===== src/rtl/gpia_port_if.sv =====
// gpia_port_if: single-cycle Wishbone bus bundle for gpia_port.
//   cyc_i  bus cycle valid           (master -> slave)
//   stb_i  strobe                    (master -> slave)
//   we_i   1 = write, 0 = read       (master -> slave)
//   adr_i  register select, 3 bits   (master -> slave)
//   dat_i  write data, WIDTH bits    (master -> slave)
//   dat_o  registered read data      (slave -> master)
//   ack_o  registered acknowledge    (slave -> master)
interface gpia_port_if #(
  parameter int WIDTH = 16
);
  logic             cyc_i;
  logic             stb_i;
  logic             we_i;
  logic [2:0]       adr_i;
  logic [WIDTH-1:0] dat_i;
  logic [WIDTH-1:0] dat_o;
  logic             ack_o;

  modport slave (
    input  cyc_i, stb_i, we_i, adr_i, dat_i,
    output dat_o, ack_o
  );

  modport master (
    output cyc_i, stb_i, we_i, adr_i, dat_i,
    input  dat_o, ack_o
  );
endinterface


===== src/rtl/gpia_port.sv =====
// gpia_port: WIDTH-bit general-purpose I/O port with synchronised inputs and
// per-bit rising/falling edge interrupts, behind a single-cycle Wishbone slave.
//   clk_i   system clock, all state changes on the rising edge
//   res_i   asynchronous active-low reset
//   bus     Wishbone slave (cyc/stb/we/adr/dat_i in, dat_o/ack_o out)
//   port_i  asynchronous pin inputs
//   port_o  output register (drives the pins directly)
//   irq_o   OR of all pending edge bits
// Register map: 0 OUT, 1 SET, 2 CLR, 3 TGL, 4 IN (read-only),
//               5 PEND (write-1-to-clear), 6 RMASK, 7 FMASK.
module gpia_port #(
  parameter int               WIDTH       = 16,
  parameter int               SYNC_STAGES = 2,
  parameter logic [WIDTH-1:0] OUT_RESET   = '0
) (
  input  logic             clk_i,
  input  logic             res_i,
  gpia_port_if.slave       bus,
  input  logic [WIDTH-1:0] port_i,
  output logic [WIDTH-1:0] port_o,
  output logic             irq_o
);

  localparam logic [2:0] ADR_OUT   = 3'd0;
  localparam logic [2:0] ADR_SET   = 3'd1;
  localparam logic [2:0] ADR_CLR   = 3'd2;
  localparam logic [2:0] ADR_TGL   = 3'd3;
  localparam logic [2:0] ADR_IN    = 3'd4;
  localparam logic [2:0] ADR_PEND  = 3'd5;
  localparam logic [2:0] ADR_RMASK = 3'd6;
  localparam logic [2:0] ADR_FMASK = 3'd7;

  logic [WIDTH-1:0] out_q;
  logic [WIDTH-1:0] out_nxt;
  logic [WIDTH-1:0] pend_q;
  logic [WIDTH-1:0] pend_clr;
  logic [WIDTH-1:0] rmask_q;
  logic [WIDTH-1:0] fmask_q;
  logic [WIDTH-1:0] sync_q [SYNC_STAGES];
  logic [WIDTH-1:0] sync_s;
  logic [WIDTH-1:0] prev_q;
  logic [WIDTH-1:0] rise;
  logic [WIDTH-1:0] fall;
  logic [WIDTH-1:0] rd_data;
  logic [WIDTH-1:0] dat_q;
  logic             ack_q;
  logic             accept;
  logic             wr_en;
  logic             rd_en;

  // A request is taken only while ack is low, so a master holding stb
  // through the ack sees one ack per request with a gap cycle between.
  assign accept = bus.cyc_i & bus.stb_i & ~ack_q;
  assign wr_en  = accept & bus.we_i;
  assign rd_en  = accept & ~bus.we_i;

  // ---- input synchroniser: sync_q[0] captures the pins ----
  always_ff @(posedge clk_i or negedge res_i) begin
    if (!res_i) begin
      for (int i = 0; i < SYNC_STAGES; i++) sync_q[i] <= '0;
      prev_q <= '0;
    end else begin
      sync_q[0] <= port_i;
      for (int i = 1; i < SYNC_STAGES; i++) sync_q[i] <= sync_q[i-1];
      prev_q <= sync_s;
    end
  end

  assign sync_s = sync_q[SYNC_STAGES-1];

  // ---- edge detect: s against its one-cycle-delayed copy ----
  // Masks gate the edge itself, so enabling a mask never reports an edge
  // that happened while it was disabled.
  assign rise = sync_s & ~prev_q & rmask_q;
  assign fall = ~sync_s & prev_q & fmask_q;

  // New events are OR-ed in after the clear so they win a same-cycle W1C.
  assign pend_clr = (wr_en && bus.adr_i == ADR_PEND) ? bus.dat_i : '0;

  always_comb begin
    out_nxt = out_q;
    if (wr_en) begin
      case (bus.adr_i)
        ADR_OUT: out_nxt = bus.dat_i;
        ADR_SET: out_nxt = out_q | bus.dat_i;
        ADR_CLR: out_nxt = out_q & ~bus.dat_i;
        ADR_TGL: out_nxt = out_q ^ bus.dat_i;
        default: out_nxt = out_q;
      endcase
    end
  end

  always_comb begin
    rd_data = out_q;
    case (bus.adr_i)
      ADR_IN:    rd_data = sync_s;
      ADR_PEND:  rd_data = pend_q;
      ADR_RMASK: rd_data = rmask_q;
      ADR_FMASK: rd_data = fmask_q;
      default:   rd_data = out_q;
    endcase
  end

  // ---- register file and bus response ----
  always_ff @(posedge clk_i or negedge res_i) begin
    if (!res_i) begin
      out_q   <= OUT_RESET;
      pend_q  <= '0;
      rmask_q <= '0;
      fmask_q <= '0;
      dat_q   <= '0;
      ack_q   <= 1'b0;
    end else begin
      out_q  <= out_nxt;
      pend_q <= (pend_q & ~pend_clr) | rise | fall;
      if (wr_en && bus.adr_i == ADR_RMASK) rmask_q <= bus.dat_i;
      if (wr_en && bus.adr_i == ADR_FMASK) fmask_q <= bus.dat_i;
      // dat_o only changes on an accepted read; writes leave it untouched.
      if (rd_en) dat_q <= rd_data;
      ack_q <= accept;
    end
  end

  assign bus.dat_o = dat_q;
  assign bus.ack_o = ack_q;
  assign port_o    = out_q;
  assign irq_o     = |pend_q;

endmodule


===== src/flat_wrapper.sv =====
// flat-port wrapper written by rule: the top's interface ports become plain ports
module gpia_port_flat 
#(
  parameter int               WIDTH       = 16,
  parameter int               SYNC_STAGES = 2,
  parameter logic [WIDTH-1:0] OUT_RESET   = '0
)
  (clk_i, res_i, port_i, port_o, irq_o, bus_cyc_i, bus_stb_i, bus_we_i, bus_adr_i, bus_dat_i, bus_dat_o, bus_ack_o);
  gpia_port_if #(.WIDTH(WIDTH)) bus_i ();
  input  logic clk_i;
  input  logic res_i;
  input  logic [WIDTH-1:0] port_i;
  output logic [WIDTH-1:0] port_o;
  output logic irq_o;
  input wire logic [$bits(bus_i.cyc_i)-1:0] bus_cyc_i;
  input wire logic [$bits(bus_i.stb_i)-1:0] bus_stb_i;
  input wire logic [$bits(bus_i.we_i)-1:0] bus_we_i;
  input wire logic [$bits(bus_i.adr_i)-1:0] bus_adr_i;
  input wire logic [$bits(bus_i.dat_i)-1:0] bus_dat_i;
  output wire logic [$bits(bus_i.dat_o)-1:0] bus_dat_o;
  output wire logic [$bits(bus_i.ack_o)-1:0] bus_ack_o;
  assign bus_i.cyc_i = bus_cyc_i;
  assign bus_i.stb_i = bus_stb_i;
  assign bus_i.we_i = bus_we_i;
  assign bus_i.adr_i = bus_adr_i;
  assign bus_i.dat_i = bus_dat_i;
  assign bus_dat_o = bus_i.dat_o;
  assign bus_ack_o = bus_i.ack_o;
  gpia_port #(.WIDTH(WIDTH), .SYNC_STAGES(SYNC_STAGES), .OUT_RESET(OUT_RESET)) u_core (.clk_i(clk_i), .res_i(res_i), .bus(bus_i), .port_i(port_i), .port_o(port_o), .irq_o(irq_o));
endmodule

===== config.mk =====
export PLATFORM = sky130hd
export DESIGN_NAME = gpia_port_flat
export DESIGN_NICKNAME = d
export VERILOG_FILES = /design/src/rtl/gpia_port_if.sv /design/src/rtl/gpia_port.sv /design/src/flat_wrapper.sv
export SDC_FILE = /design/constraint.sdc
export NUM_CORES = 1
export LEC_CHECK = 0
export BUFFER_PORTS_ARGS = -buffer_cell sky130_fd_sc_hd__clkbuf_2
export CAP_MARGIN = 20
export CORE_AREA = 2 2 102 104
export DETAILED_ROUTE_END_ITERATION = 6
export DIE_AREA = 0 0 104 106
export GPL_TIMING_DRIVEN = 1
export HOLD_SLACK_MARGIN = 0.12
export PLACE_DENSITY = 0.84
export RECOVER_POWER = 25
export SLEW_MARGIN = 40
export SYNTH_ARGS = -nofsm -noshare
export SYNTH_HDL_FRONTEND = slang
export SYNTH_SLANG_ARGS = --single-unit

===== constraint.sdc =====
create_clock -name clk_i -period 3.92 [get_ports clk_i]
set_input_delay 0.392 -clock clk_i [delete_from_list [all_inputs] [get_ports clk_i]]
set_output_delay 0.392 -clock clk_i [all_outputs]
set_load 0.01 [all_outputs]

== After elaboration in Yosys (flattened, before gate mapping) ==
Index checks and enable logic that the tools add are counted.
Word-level totals
  register bits after elaboration: 129
  latch bits: 0
  memory bits (writable): 0
  ROM bits: 0
  output and inout port bits: 34
  logic and storage cells: 46
  memories: 0
Cells by class
  add/sub/neg operators: 0
  multipliers: 0
  div/mod/pow operators: 0
  magnitude comparators: 0
  equality and inequality tests: 7
  shift operators: 0
  muxes and demuxes: 3
  bitwise operators: 20
  reductions and logical operators: 7
Operators by type and width (number)
  16-bit one-hot mux with 4 select lines: 2
  16-bit bitwise AND: 6
  16-bit inverter: 4
  16-bit bitwise OR: 3
  16-bit 2-to-1 mux: 1
  16-bit OR reduction: 1
  16-bit XOR: 1
  3-bit equality test (second input constant): 4
  3-bit by 2-bit equality test with 1-bit output (second input constant): 2
  1-bit bitwise AND: 4
  4-bit nonzero test: 1
  3-bit by 1-bit equality test with 1-bit output (second input constant): 1
  1-bit logical AND: 3
  3-bit zero test: 1
  1-bit inverter: 2
  2-bit AND reduction: 1

== Logic depth before layout (Yosys ltp) ==
Gate-level depths: netlist of run 1.
  word-level depth: 9
  depth in mapped cells: 7
  mapped depth without buffers: 5

== Worst setup path after synthesis of run 1 ==
No wires, ideal clock.
  path kind: input port to flip-flop
  from: in bus_adr_i[2]
  to: reg u_core.rmask_q[10]
  data arrival time: 1590 ps
  slack: 2205 ps
  stages on the path: 7
  cell sequence: buf_4 > nor2b_1 > buf_2 > and3_1 > buf_2 > buf_6 > mux2_2
Between the ends
  longest elaborated chain between the ends: 2
RTL lines
  start, declared: line flat_wrapper.sv:18  | input wire logic [$bits(bus_i.adr_i)-1:0] bus_adr_i;
  3-bit equality test: line gpia_port.sv:116  | if (wr_en && bus.adr_i == ADR_RMASK) rmask_q <= bus.dat_i;
  1-bit logical AND: line gpia_port.sv:116
  end signal, assigned: line gpia_port.sv:116
  end, declared: line gpia_port.sv:37  | logic [WIDTH-1:0] rmask_q;
Every way passes these cells.
A chain may end at the register's enable or synchronous reset.

== Final worst setup path of run 1 ==
  from: reg u_core.ack_q (netlist: u_core.bus.ack_o)
  to: reg u_core.fmask_q[13]
Between the ends
  longest elaborated chain between the ends: 4
RTL lines
  start, declared: line gpia_port.sv:46  | logic ack_q;
  start signal, assigned: line gpia_port.sv:120  | ack_q <= accept;
  1-bit inverter: line gpia_port.sv:53  | assign accept = bus.cyc_i & bus.stb_i & ~ack_q;
  1-bit bitwise AND: line gpia_port.sv:53
  1-bit bitwise AND: line gpia_port.sv:54  | assign wr_en = accept & bus.we_i;
  1-bit logical AND: line gpia_port.sv:117  | if (wr_en && bus.adr_i == ADR_FMASK) fmask_q <= bus.dat_i;
  end signal, assigned: line gpia_port.sv:117
  end, declared: line gpia_port.sv:38  | logic [WIDTH-1:0] fmask_q;
Every way passes these cells.

==> results of run 1 <==
[metal layers]
metal,share of wire [%],GRT usage [%],up-vias
met5,0,0,-
met4,2.6,11.68,0
met3,5.9,6.499,41
met2,50,45.86,186
met1,41,35.50,2170
li1,-,-,1898
[layout by cell type, fill, tap and decap left out, drive strengths merged]
master       count
dfrtp          129
clkbuf          89
inv             54
mux2            48
nand2           33
mux2i           32
ha              32
nor2            17
dlygate4sd3     17
nand3b          16
o41ai           16
o211ai          16
a221o           16
o21ai           16
mux4            16
buf              9
clkinv           5
nor4             4
clkinvlp         3
nor2b            2
nand4b           1
nand4            1
nand4bb          1
and2             1
or3              1
and4b            1
and3             1
bufinv           1
[layout make-up]
class                   instances  area, um^2
flip-flops and latches        129        3228
fillers                       679        2695
multi-input cells             271        2581
repair buffers                 97       594.3
clock buffers                  18       417.9
inverters                      49       183.9
well taps                     136       170.2
clock inverters                14       128.9
[power groups by stage]
stage                     Combinational, W  Clock [W]  Sequential (W)
after floorplan                   0.000502          0         0.00179
after global placement            0.000786          0         0.00178
after detailed placement          0.000850          0         0.00180
after CTS                         0.000879    0.00147         0.00178
after global routing              0.000972    0.00153         0.00182
final                             0.000873    0.00146         0.00179
[sequential cells by signal (all words and copies together) (netlist names)]
signal	flops
u_core.bus.ack_o	1
u_core.port_o	16
u_core.rmask_q	16
u_core.fmask_q	16
u_core.pend_q	16
u_core.sync_q	16
u_core.bus.dat_o	16
u_core.sync_s	16
u_core.prev_q	16
[worst max-delay path: cells and delay by family (launching register included)]
kind	cells	cell delay, ps
flip-flops	1	430
multiplexers	1	400
AND/OR/NAND/NOR	2	1240
[worst max-delay path by stage]
| stage | cells past startpoint | from | to | slack (ps) |
|---|---|---|---|---|
| after floorplan | 7 | bus_adr_i[2] | u_core.rmask_q[10] | 2210 |
| after global placement | 4 | bus_adr_i[0] | u_core.fmask_q[5] | 1330 |
| after detailed placement | 4 | bus_adr_i[0] | u_core.fmask_q[13] | 1380 |
| after CTS | 4 | u_core.bus.ack_o | u_core.port_o[12] | 1650 |
| after global routing | 3 | u_core.pend_q[2] | irq_o | 1700 |
| final | 3 | u_core.bus.ack_o | u_core.fmask_q[13] | 1720 |
[stage by stage]
stage / total power (W) / hold WS [ps]
detailed placement: 0.002648 / 334.7
global placement: 0.002564 / 332.8
CTS: 0.004132 / 154.5
floorplan: 0.002291 / 96.41
global route: 0.004321 / 153.2
finish: 0.004120 / 163.2
[logic make-up after synthesis]
group / count (synthesis) / share of synthesized area (%)
DFF: 129 / 52.55
muxes: 96 / 20.49
adders and majority gates: 32 / 6.517
buffers and inverters: 75 / 5.540
AOI/OAI and AO/OA: 64 / 8.147
and+or+nand+nor: 79 / 6.762
[timing repair]
item,4_1_cts,5_1_grt
hold buffers,17,0
hold endpoints to repair,66,0
endpoints found under the setup margin,0,0
==> metrics.cfg, run 1 <==
[route]
drtIter0Drc=389
wl_per_cell_um=20.22
avgViaCountPerCell=6.015
ant_nets=0
drtPass1Iterations=5
routed_wl_um=14440
drc=0
vias=4295

[logic_synthesis]
synth_most_common_cell=dfrtp_1
yosys.area.top_type_share_pct=52.55
synth_cell_type_count=30
syn-num-nets=547
synth_area_um2=6143
async_reset_ff_share_pct=100.0
synth_area_per_cell_um2=12.93
synthTopCellsByArea=dfrtp_1, mux2_2, ha_1, mux4_2, mux2i_1
ys_warn_count=0
yosysTopAreaCell=dfrtp_1
ys_ff_latch=129
yosys_most_used_dff=dfrtp_1
syn-instance-count=475
synth-edff-count=0
synth_seq_area_share_pct=52.55
synth_common_cells=dfrtp_1, inv_1, mux2_2, nand2_1

[worst_setup_path]
cp-start-kind=flip-flop
path_class=flip-flop to flip-flop
critPathArrivalTime_ps=2590
r2r-start=u_core.bus.ack_o
worstRegToRegCells=3
required_ps=4310
cp_cell_sequence=nand4b_4 > or3_2 > mux2_4
crit_path_max_fanout=17
cp_slowest_stage_delay_ps=840
cp_slowest_cell=or3_2
r2r_setup_slack_ps=1720
end_kind=flip-flop
r2r_end=u_core.fmask_q[13]

[sta]
setup_violations=0
worstMarginPinSlew_ps=651.5
rsz0062_at_grt=false
slew_headroom_pct=56.57
skew_ps=7.896
slew_violations=0
fin_crit_sh_pct=56.00
finalHoldViolCount=0
period_minus_slack_ps=2195
fin_ws_ps=1725
max_freq_mhz=455.5
tns_ps=0

[clock_tree]
clkTransAtPathRegs_ps=60
tritoncts=done
root_buffer=clkbuf_8
cts.path.max_buffers=2
cts_resized=0
htreeDepth=4
post_cts_buffers=0
numClockSinks=129
cts_buffers=17
insertion_delay_ps=520

[power_and_ir_drop]
leakagePower_nw=3.489
p_comb_share_pct=21.2
peakVddDrop_v=0.0002765
internal-power_w=0.002858
pwr-share-clk_pct=35.3
switchingPower_w=0.001262
cellPowerDensity_nw_per_um2=564.0
seqPwrFrac_pct=43.5
switching_share_pct=30.62

[min_path]
whs_path_depth=2
min_to=u_core.fmask_q[6]
hold_start=bus_dat_i[6]
min_path_type=input pin to flip-flop

[global_routing]
grt_pass1_wl_um=23330
grt_pass1_vias=4528
grt_max_degree=57
gr-total-overflow=0
grt_usage_pct=27.72
antenna_found_initial=0

[die]
die_w_um=104
io_pins=74
coreArea_um2=10000
core.rowCount=37
die_height_um=106
die-area_um2=11020
initial_utilization_pct=61.44

[placed_design]
dp_hpwl_um=8874
pre_cts_ws_ps=1378
place.gp.congestion=0.8031
place_inst=665
io_buffers=73
placedInstanceArea_um2=6580

[run]
max-cap-violations=0

[finish]
final_cells=714
final_util_pct=73.05
diodes=0
final_nets=637
stdcell_area_um2=7305
area_growth_pct=18.90
drive_gt1_share_pct=31.31

[run_status]
status=finished, final reports clean

No activity file was read; power rests on OpenSTA's default activity.
==> inputs of run 2 (changes only) <==
--- a/config.mk
+++ b/config.mk
@@ -7,12 +7,12 @@
 export LEC_CHECK = 0
 export BUFFER_PORTS_ARGS = -buffer_cell sky130_fd_sc_hd__clkbuf_2
 export CAP_MARGIN = 20
-export CORE_AREA = 2 2 102 104
+export CORE_AREA = 2 2 106 108
 export DETAILED_ROUTE_END_ITERATION = 6
-export DIE_AREA = 0 0 104 106
+export DIE_AREA = 0 0 108 110
 export GPL_TIMING_DRIVEN = 1
 export HOLD_SLACK_MARGIN = 0.12
-export PLACE_DENSITY = 0.84
+export PLACE_DENSITY = 0.79
 export RECOVER_POWER = 25
 export SLEW_MARGIN = 40
 export SYNTH_ARGS = -nofsm -noshare
==> constraint.sdc (replaced) <==
create_clock -name clk_i -period 2.2 [get_ports clk_i]
set_input_delay 0.22 -clock clk_i [delete_from_list [all_inputs] [get_ports clk_i]]
set_output_delay 0.22 -clock clk_i [all_outputs]
set_load 0.01 [all_outputs]
==> run 2 against run 1 <==
  * Cell count up 4.1%
  * Global-route usage fell by 0.83 points
  * Power rose by 86%
  * Core utilization shrank 1.6 points
  * Clock power grew 100%
  * Die area increased by 7.8%
  * Highest routed layer unchanged
  * Via count up 1.0%
  * Critical path depth unchanged
  * First-iteration DRC count decreased by 33%
  * Sequential power is 78% higher
  * Clock skew decreased by 2.4 ps
  * Wire length is 1.1% higher
==> metrics.cfg, run 2 (synthesis results as in run 1) <==
[run_status]
status=finished, final reports clean

[power_and_ir_drop]
internal-power_w=0.005544
finalPower_w=0.007684
pwr-share-clk_pct=38.2
switchingPower_w=0.002140
switching_share_pct=27.85
seqPwrFrac_pct=41.5
cellPowerDensity_nw_per_um2=1005
p_comb_share_pct=20.4
peakVddDrop_v=0.0006829
leakagePower_nw=3.663

[route]
wl_per_cell_um=19.64
ant_nets=0
avgViaCountPerCell=5.841
drtPass1Iterations=4
drtIter0Drc=261
vias=4340
drc=0
routed_wl_um=14590

[placed_design]
dp_hpwl_um=9622
io_buffers=73
place.gp.congestion=0.8445
placedInstanceArea_um2=6708
place_inst=679

[clock_tree]
htreeDepth=4
post_cts_buffers=0
numClockSinks=129
root_buffer=clkbuf_8
cts_buffers=17
tritoncts=done
insertion_delay_ps=530
cts_resized=0
clkTransAtPathRegs_ps=60
cts.path.max_buffers=2
cts_hold_buffers=33

[finish]
final_nets=663
stdcell_area_um2=7646
seqCellArea_um2=3228
final_common_cell=dfrtp_1
layout_common_cells=dfrtp_1, clkbuf_2, inv_1, mux2_2
multi_input_area_um2=2575
diodes=0
final_cells=743
area_growth_pct=24.46
drive_gt1_share_pct=30.85
fillers=737

[sta]
max_freq_mhz=507.9
fin_crit_sh_pct=89.50
tns_ps=0
slew_violations=0
finalHoldViolCount=0
setup_violations=0
worstMarginPinSlew_ps=955.8
rsz0062_at_grt=false
slew_headroom_pct=36.28
skew_ps=5.481
period_minus_slack_ps=1969

[worst_setup_path]
r2r_setup_slack_ps=450
cp-start-kind=flip-flop
crit_path_max_fanout=3
critPathArrivalTime_ps=1750
required_ps=1980
cp_slowest_stage_delay_ps=410
path_class=flip-flop to output pin
cp_slowest_cell=dfrtp_1
cp_cell_sequence=nor4_1 > nand4_1 > clkbuf_2
end_kind=output pin

[die]
io_pins=74
initial_utilization_pct=57.43
die_w_um=108
die-area_um2=11880
core.rowCount=38
coreArea_um2=10700
die_height_um=110

[global_routing]
antenna_found_initial=0
grt_pass1_wl_um=23270
grt_pass1_vias=4527
grt_usage_pct=26.89
grt_use_met2_pct=44.29
grt_busiest_layer=met2
grt_max_degree=58
gr-total-overflow=0
met3_usage_pct=6.643
met1_usage_pct=33.48

[min_path]
min_path_type=input pin to flip-flop

[run]
max-cap-violations=0

run 2: changes by cell type in the layout (fill, tap and decap cells not counted), moves of 2 or more:
cell	change
dlygate4sd3_1	+16
buf_4	+6
inv_6	-5
buf_12	+4
bufinv_16	+4
clkinv_2	+4
clkinv_4	-2
clkinvlp_4	-2
run 2: layer usage:
layer / vias to the layer above / part of all wire (%)
met5: - / 0
met4: 0 / 2.4
met3: 24 / 5.6
met2: 131 / 51
met1: 2247 / 41
li1: 1938 / -
run 2: worst max-delay path: cells and delay by family, from the launching register on:
family | cells | cell delay (ps)
buf+inv | 1 | 180
flops | 1 | 410
simple gates | 2 | 620
run 2: final timing paths:
path / start / cells past startpoint / to
worst max-delay path: u_core.pend_q[5] / 3 / irq_o
worst min-delay path: bus_stb_i / 3 / u_core.bus.dat_o[6]
worst max register to register: u_core.bus.ack_o / 4 / u_core.fmask_q[13]
worst min register to register: u_core.sync_q[17] / 0 / u_core.sync_s[1]
max in group asynchronous: res_i / 3 / u_core.bus.dat_o[3]
min in group asynchronous: res_i / 2 / u_core.port_o[8]
run 2: layout make-up:
cell class	instances	share of cell area [%]
tap	140	2.291
sequential	129	42.22
inverter	49	2.405
clock buffer	18	5.466
multi-input combinational	271	33.68
timing repair buffer	123	11.42
clock inverter	13	2.520
run 2: power groups by stage:
stage / Combinational (W) / Sequential (W) / Clock (W)
2_1_floorplan: 0.000894 / 0.00319 / 0
3_3_place_gp: 0.00142 / 0.00319 / 0
3_5_place_dp: 0.00152 / 0.00321 / 0
4_1_cts: 0.00158 / 0.00318 / 0.00298
5_1_grt: 0.00174 / 0.00324 / 0.00308
6_report: 0.00156 / 0.00319 / 0.00293
run 2: per-stage QoR:
stage               setup WS (ps)  utilization (%)  hold WS (ps)
floorplan                   540.4                -        -75.59
global placement            457.1            62.70         213.7
detailed placement          401.4            62.70         224.8
CTS                         249.6            71.50         152.2
global route                172.0            71.47         175.3
finish                      231.0            71.47         179.3
